### config.mk
export PLATFORM = sky130hd
export DESIGN_NAME = ultrasonic_dist_proc
export DESIGN_NICKNAME = d
export VERILOG_FILES = /design/src/rtl/ultrasonic_dist_proc_pkg.sv /design/src/rtl/ultrasonic_dist_proc_bin2bcd_seq.sv /design/src/rtl/ultrasonic_dist_proc.sv
export SDC_FILE = /design/constraint.sdc
export NUM_CORES = 1
export LEC_CHECK = 0
export BUFFER_PORTS_ARGS = -buffer_cell sky130_fd_sc_hd__buf_4
export CAP_MARGIN = 20
export CORE_UTILIZATION = 60
export CTS_CLUSTER_SIZE = 20
export DETAILED_ROUTE_END_ITERATION = 12
export HOLD_SLACK_MARGIN = 0.02
export PLACE_DENSITY = 0.83
export SLEW_MARGIN = 20
export SYNTH_ARGS = -nofsm -noshare
export SYNTH_HDL_FRONTEND = slang
export SYNTH_SLANG_ARGS = --single-unit
export TNS_END_PERCENT = 20
### constraint.sdc
create_clock -name clk -period 5 [get_ports clk]
set_input_delay 0 -clock clk [delete_from_list [all_inputs] [get_ports clk]]
set_output_delay 0 -clock clk [all_outputs]
set_load 0.01 [all_outputs]
### src/rtl/ultrasonic_dist_proc_pkg.sv
// ultrasonic_dist_proc_pkg
//   Shared definitions for the ultrasonic distance post-processing slice.
//   These are the distance/BCD widths used by the upstream range stage, the
//   default accepted range, the FSM state encodings, and the double-dabble step.
//   This file has no ports. It is imported by ultrasonic_dist_proc and its
//   bin2bcd_seq engine.
package ultrasonic_dist_proc_pkg;

    localparam int DIST_W     = 9;              // distance sample width (cm)
    localparam int BCD_W      = 12;             // three BCD digits
    localparam int SUM_W      = 11;             // 4 * 400 = 1600 < 2048
    localparam int DD_W       = BCD_W + DIST_W; // double-dabble working register
    localparam int DEF_MAX_CM = 400;

    typedef enum logic [1:0] {
        ST_IDLE = 2'd0,
        ST_LOAD = 2'd1,
        ST_CONV = 2'd2,
        ST_DONE = 2'd3
    } state_t;

    // This is one double-dabble iteration. Each BCD digit that is >= 5 gets 3
    // added to it, and then the whole register shifts left by one bit.
    function automatic logic [DD_W-1:0] dabble_step(input logic [DD_W-1:0] s);
        logic [DD_W-1:0] t;
        t = s;
        for (int i = 0; i < BCD_W / 4; i++) begin
            if (t[DIST_W + 4*i +: 4] >= 4'd5)
                t[DIST_W + 4*i +: 4] = t[DIST_W + 4*i +: 4] + 4'd3;
        end
        return {t[DD_W-2:0], 1'b0};
    endfunction

endpackage

### src/rtl/ultrasonic_dist_proc_bin2bcd_seq.sv
// ultrasonic_dist_proc_bin2bcd_seq  (the bin2bcd_seq engine)
//   This is a sequential double-dabble converter. It takes a 9-bit binary value
//   and produces 3 BCD digits. It runs one iteration per clock, for 9 iterations.
//   It owns the iteration counter, and the caller waits for its done strobe.
//   Ports:
//     clk      in   system clock
//     reset_p  in   synchronous active-high reset
//     start    in   1 = load bin and begin converting (one cycle)
//     bin      in   9-bit binary value
//     bcd      out  12-bit BCD result, valid while done is high and held after
//     done     out  one-cycle strobe on the cycle the result becomes final
module ultrasonic_dist_proc_bin2bcd_seq
    import ultrasonic_dist_proc_pkg::*;
(
    input  logic              clk,
    input  logic              reset_p,
    input  logic              start,
    input  logic [DIST_W-1:0] bin,
    output logic [BCD_W-1:0]  bcd,
    output logic              done
);

    logic [DD_W-1:0] shift_reg;
    logic [3:0]      iter_cnt;
    logic            active;

    // NOTE: state registers update with non-blocking (<=) assignments so that
    // every flop samples the values from before the edge. Blocking assignments
    // here would create order-dependent simulation races.
    always_ff @(posedge clk) begin
        if (reset_p) begin
            shift_reg <= '0;
            iter_cnt  <= '0;
            active    <= 1'b0;
            done      <= 1'b0;
        end else begin
            done <= 1'b0;
            if (start) begin
                shift_reg <= {{BCD_W{1'b0}}, bin};
                iter_cnt  <= '0;
                active    <= 1'b1;
            end else if (active) begin
                shift_reg <= dabble_step(shift_reg);
                if (iter_cnt == 4'(DIST_W - 1)) begin
                    active <= 1'b0;
                    done   <= 1'b1;
                end else begin
                    iter_cnt <= iter_cnt + 4'd1;
                end
            end
        end
    end

    assign bcd = shift_reg[DD_W-1:DIST_W];

endmodule

### src/rtl/ultrasonic_dist_proc.sv
// ultrasonic_dist_proc
//   This block qualifies distance samples in cm and keeps a 4-sample moving
//   average. It converts the average to 3-digit BCD for the display, and it
//   drives a proximity alarm with hysteresis.
//   Ports:
//     clk           in   system clock
//     reset_p       in   synchronous active-high reset
//     dis_valid     in   one-cycle strobe qualifying dis_time
//     dis_time      in   measured distance in cm (9 bits)
//     avg_cm        out  current 4-sample average, truncated (9 bits)
//     bcd           out  avg_cm as BCD: [11:8] hundreds, [7:4] tens, [3:0] units
//     bcd_valid     out  one-cycle pulse when bcd updates
//     busy          out  conversion in progress
//     near          out  proximity alarm
//     out_of_range  out  last sample was rejected
module ultrasonic_dist_proc
    import ultrasonic_dist_proc_pkg::*;
#(
    parameter int NEAR_CM = 20,
    parameter int HYST_CM = 5,
    parameter int MAX_CM  = DEF_MAX_CM
) (
    input  logic              clk,
    input  logic              reset_p,
    input  logic              dis_valid,
    input  logic [DIST_W-1:0] dis_time,
    output logic [DIST_W-1:0] avg_cm,
    output logic [BCD_W-1:0]  bcd,
    output logic              bcd_valid,
    output logic              busy,
    output logic              near,
    output logic              out_of_range
);

    localparam logic [DIST_W-1:0] MAX_T     = DIST_W'(MAX_CM);
    localparam logic [DIST_W:0]   NEAR_SET  = (DIST_W+1)'(NEAR_CM);
    localparam logic [DIST_W:0]   NEAR_CLR  = (DIST_W+1)'(NEAR_CM + HYST_CM);

    logic              accept;
    logic [DIST_W-1:0] buf_mem [4];
    logic [1:0]        wr_ptr;
    logic [SUM_W-1:0]  sum;
    logic              filled;
    state_t            state;
    logic              pending;
    logic              avg_upd;
    logic              conv_start;
    logic              conv_done;
    logic [BCD_W-1:0]  conv_bcd;

    assign accept = dis_valid && (dis_time != '0) && (dis_time <= MAX_T);

    // ---------------- Averager ----------------
    // NOTE: the sample buffer has no reset. The filled flag marks it as empty.
    // The first accepted sample overwrites every entry, so stale contents are
    // never read.
    always_ff @(posedge clk) begin
        if (!reset_p && accept) begin
            if (!filled) begin
                for (int i = 0; i < 4; i++) buf_mem[i] <= dis_time;
            end else begin
                buf_mem[wr_ptr] <= dis_time;
            end
        end
    end

    always_ff @(posedge clk) begin
        if (reset_p) begin
            sum    <= '0;
            wr_ptr <= '0;
            filled <= 1'b0;
        end else if (accept) begin
            if (!filled) begin
                // Preload: the window starts full of this sample, so there is no ramp-up.
                sum    <= {dis_time, 2'b00};
                filled <= 1'b1;
            end else begin
                // The sum is always >= the oldest entry, so this cannot underflow.
                sum    <= sum + SUM_W'(dis_time) - SUM_W'(buf_mem[wr_ptr]);
                wr_ptr <= wr_ptr + 2'd1;
            end
        end
    end

    always_ff @(posedge clk) begin
        if (reset_p)        out_of_range <= 1'b0;
        else if (dis_valid) out_of_range <= !accept;
    end

    // ---------------- Conversion control FSM ----------------
    // The engine loads on the same edge that LOAD captures avg_cm. Both take
    // sum[10:2], so the value converted is exactly the value shown.
    assign conv_start = (state == ST_LOAD);

    always_ff @(posedge clk) begin
        if (reset_p) begin
            state     <= ST_IDLE;
            avg_cm    <= '0;
            bcd       <= '0;
            bcd_valid <= 1'b0;
            busy      <= 1'b0;
            pending   <= 1'b0;
            avg_upd   <= 1'b0;
        end else begin
            bcd_valid <= 1'b0;
            avg_upd   <= 1'b0;
            case (state)
                ST_IDLE: begin
                    if (accept) state <= ST_LOAD;
                end
                ST_LOAD: begin
                    avg_cm  <= sum[SUM_W-1:2];
                    busy    <= 1'b1;
                    avg_upd <= 1'b1;
                    state   <= ST_CONV;
                    // If a sample lands on this edge, it is missing from the sum being captured.
                    if (accept) pending <= 1'b1;
                end
                ST_CONV: begin
                    if (accept) pending <= 1'b1;
                    if (conv_done) begin
                        bcd       <= conv_bcd;
                        bcd_valid <= 1'b1;
                        busy      <= pending || accept;
                        state     <= ST_DONE;
                    end
                end
                ST_DONE: begin
                    // A sample on this edge is already in the sum that the next LOAD captures.
                    if (pending || accept) begin
                        pending <= 1'b0;
                        state   <= ST_LOAD;
                    end else begin
                        state <= ST_IDLE;
                    end
                end
                default: state <= ST_IDLE;
            endcase
        end
    end

    // ---------------- Near alarm with hysteresis ----------------
    always_ff @(posedge clk) begin
        if (reset_p) begin
            near <= 1'b0;
        end else if (avg_upd) begin
            if ({1'b0, avg_cm} < NEAR_SET)       near <= 1'b1;
            else if ({1'b0, avg_cm} >= NEAR_CLR) near <= 1'b0;
        end
    end

    ultrasonic_dist_proc_bin2bcd_seq u_bin2bcd_seq (
        .clk     (clk),
        .reset_p (reset_p),
        .start   (conv_start),
        .bin     (sum[SUM_W-1:2]),
        .bcd     (conv_bcd),
        .done    (conv_done)
    );

endmodule

==> impl_metrics.py <==
metrics = {
    "layout": {
        "area_delta_synth_final_pct": 11.6,
        "nNetsFinal": 595,
        "postLayoutCellArea_mm2": 0.00578,
        "largest_reg_flops": 36,
        "diodes": 0,
        "drive_above_1_share_pct": 12.4,
    },
    "synth": {
        "synth-edff-count": 36,
        "ys_top_cells_by_count": "72 x dfxtp_1, 48 x inv_1, 48 x nor2_1",
        "yosys.cell_types.count": 50,
        "ys_seq_elements": 108,
        "synth-async-reset-ratio_pct": 0,
        "synth_cells": 513,
        "syn-num-nets": 558,
        "syn-cell-area_mm2": 0.00518,
        "ys_seq_area_share_pct": 48.7,
        "avgSynthCellArea_um2": 10.1,
        "synthTopCellsByArea": "dfxtp_1 28%, edfxtp_1 21%, ha_1 5.8%",
        "yosysMostFrequentCell": "dfxtp_1",
        "synth_area_leader_cell": "dfxtp_1",
        "synth_top_area_share_pct": 27.8,
        "yosys_warnings": 0,
        "synth_flop_cell": "dfxtp_1",
    },
    "floorplan": {
        "dieHeight_um": 94.9,
        "initial_core_util_pct": 62.4,
        "dieArea_mm2": 0.00901,
        "core_mm2": 0.00830,
        "io_pins": 37,
        "num_rows": 33,
        "die_w_um": 94.9,
    },
    "clock_network": {
        "cts_made_buffers": 9,
        "clk-insertion-delay-late_ps": 370,
        "post_cts_resized": 0,
        "clockBufferDepth": 2,
        "path_clk_slew_ps": 100,
        "cts_root_buffer": "clkbuf_8",
        "cts_tree": "done",
        "ctsHtreeMaxLevel": 3,
        "cts_sinks": 108,
    },
    "timing": {
        "rsz0062_at_grt": "no",
        "slew_headroom_pct": 36.6,
        "slew_viol_final": 0,
        "setup_viol": 0,
        "final.setup.tns_ps": 0,
        "finalHoldViolCount": 0,
        "min_period_ps": 3560,
        "fin_worst_skew_ps": 11.4,
        "min_period_over_period_pct": 71.2,
        "tightest_slew_ps": 952,
        "timing.fmax_ghz": 0.281,
    },
    "worst_setup_path": {
        "startpoint_type": "register",
        "path_class": "reg2reg",
        "crit_arrival_ps": 3880,
        "path_max_fanout": 9,
        "endpoint_kind": "register",
        "cp_data_required_time_ps": 5320,
    },
    "worst_hold_path": {
        "hp-class": "in2reg",
        "hold_start": "reset_p",
    },
    "route": {
        "drt-vias-per-instance": 5.61,
        "wl_met1_um": 4180,
        "routed_wl_um": 9930,
        "wl_met2_um": 5340,
        "ant_nets": 0,
        "wl_met3_um": 321,
        "drc": 0,
        "topRoutingLayerUsed": "met4",
        "drtIter0Drc": 88,
        "wire_per_inst_um": 15.0,
        "drt_pass1_iterations": 4,
        "vias": 3703,
    },
    "place": {
        "io_buffers": 36,
        "placedInstanceArea_mm2": 0.00551,
        "gp_congestion": 0.828,
        "detailed_place_hpwl_um": 7080,
    },
    "job": {
        "maxCapViolCount": 0,
    },
    "global_routing": {
        "first_global_vias": 3668,
        "grt_usage_pct": 24.2,
        "antenna_found_initial": 0,
        "grt_max_degree": 59,
        "globalRouteOverflowTotal": 0,
        "grt_first_pass_wirelength_um": 16500,
    },
    "status": {
        "status": "complete, no violations",
    },
    "power": {
        "p_leak_nw": 2.22,
        "ir_drop_uv": 213,
        "powerDensity_mw_per_mm2": 372,
    },
}
==> repair_timing <==
item	CTS	global route
hold buffers	10	0
setup buffers	0	0
hold endpoints to repair	37	0
==> metal layers <==
metal  global-route usage, %  vias to the layer above
met2                    44.2                       74
li1                        -                     1845
met3                    6.36                       10
met4                    6.31                        0
met1                    28.0                     1774
met5                       0                        -
==> layout by cell type, fill, tap and decap left out, drive strengths merged, types with 13 or more instances in the layout <==
cell / count
dfxtp: 72
a21oi: 47
inv: 49
a211oi: 25
edfxtp: 36
nand2: 44
ha: 24
o21ai: 19
mux2i: 17
nor2: 49
nor2b: 13
buf: 39
==> critical path, stage by stage (launching register included) <==
cell and delay [ps]:
dfxtp_1 700, mux4_2 590, fa_1 490, inv_1 40, ha_1 340, nor2b_1 180, o2111a_1 270, nor4_1 390
nor3_1 120, a221oi_1 240, o21a_1 140
==> where the power goes <==
part	internal [mW]	total [mW]	leakage (nW)	switching, mW
Clock	0.184	0.479	0.0816	0.295
Sequential	0.990	1.05	0.917	0.0569
Combinational	0.273	0.627	1.22	0.354
==> final cells by class <==
class / count / area, µm²
Tap cell: 105 / 131
Clock buffer: 11 / 131
Fill cell: 608 / 2520
Multi-Input combinational cell: 333 / 2380
Clock inverter: 5 / 37.5
Timing Repair Buffer: 49 / 393
Inverter: 49 / 184
Sequential cell: 108 / 2520
==> path summary, 6_finish.rpt <==
kind	endpoint	slack, ps	cells past startpoint
worst max-delay path	sum[8]	1440	10
worst min-delay path	avg_cm[7]	100	2
worst max register to register	sum[8]	1440	10
worst min register to register	bcd[8]	460	2
==> metrics by stage <==
stage | worst slack (ps) | hold WS [ps] | std cells | util [%] | total power [mW]
finish | 1440 | 102 | 660 | 69.7 | 2.15
global route | 1140 | 102 | 660 | 69.7 | 2.29
CTS | 1410 | 99.4 | 660 | 69.7 | 2.16
detailed placement | 1430 | 226 | 634 | 66.4 | 1.68
global placement | 1560 | 217 | 634 | 66.4 | 1.65
floorplan | 1570 | 98.9 | 513 | - | 1.54
==> cell families after synthesis <==
logic type / Yosys count / synth area share (%)
and+or+nand+nor: 147 / 13.4
AOI/OAI and AO/OA: 108 / 12.9
DFF: 108 / 48.7
buffers and inverters: 72 / 5.34
adders and majority gates: 33 / 9.28
muxes: 26 / 7.20
xor gates and xnor gates: 19 / 3.21
Power figures use the tool's default switching activity.
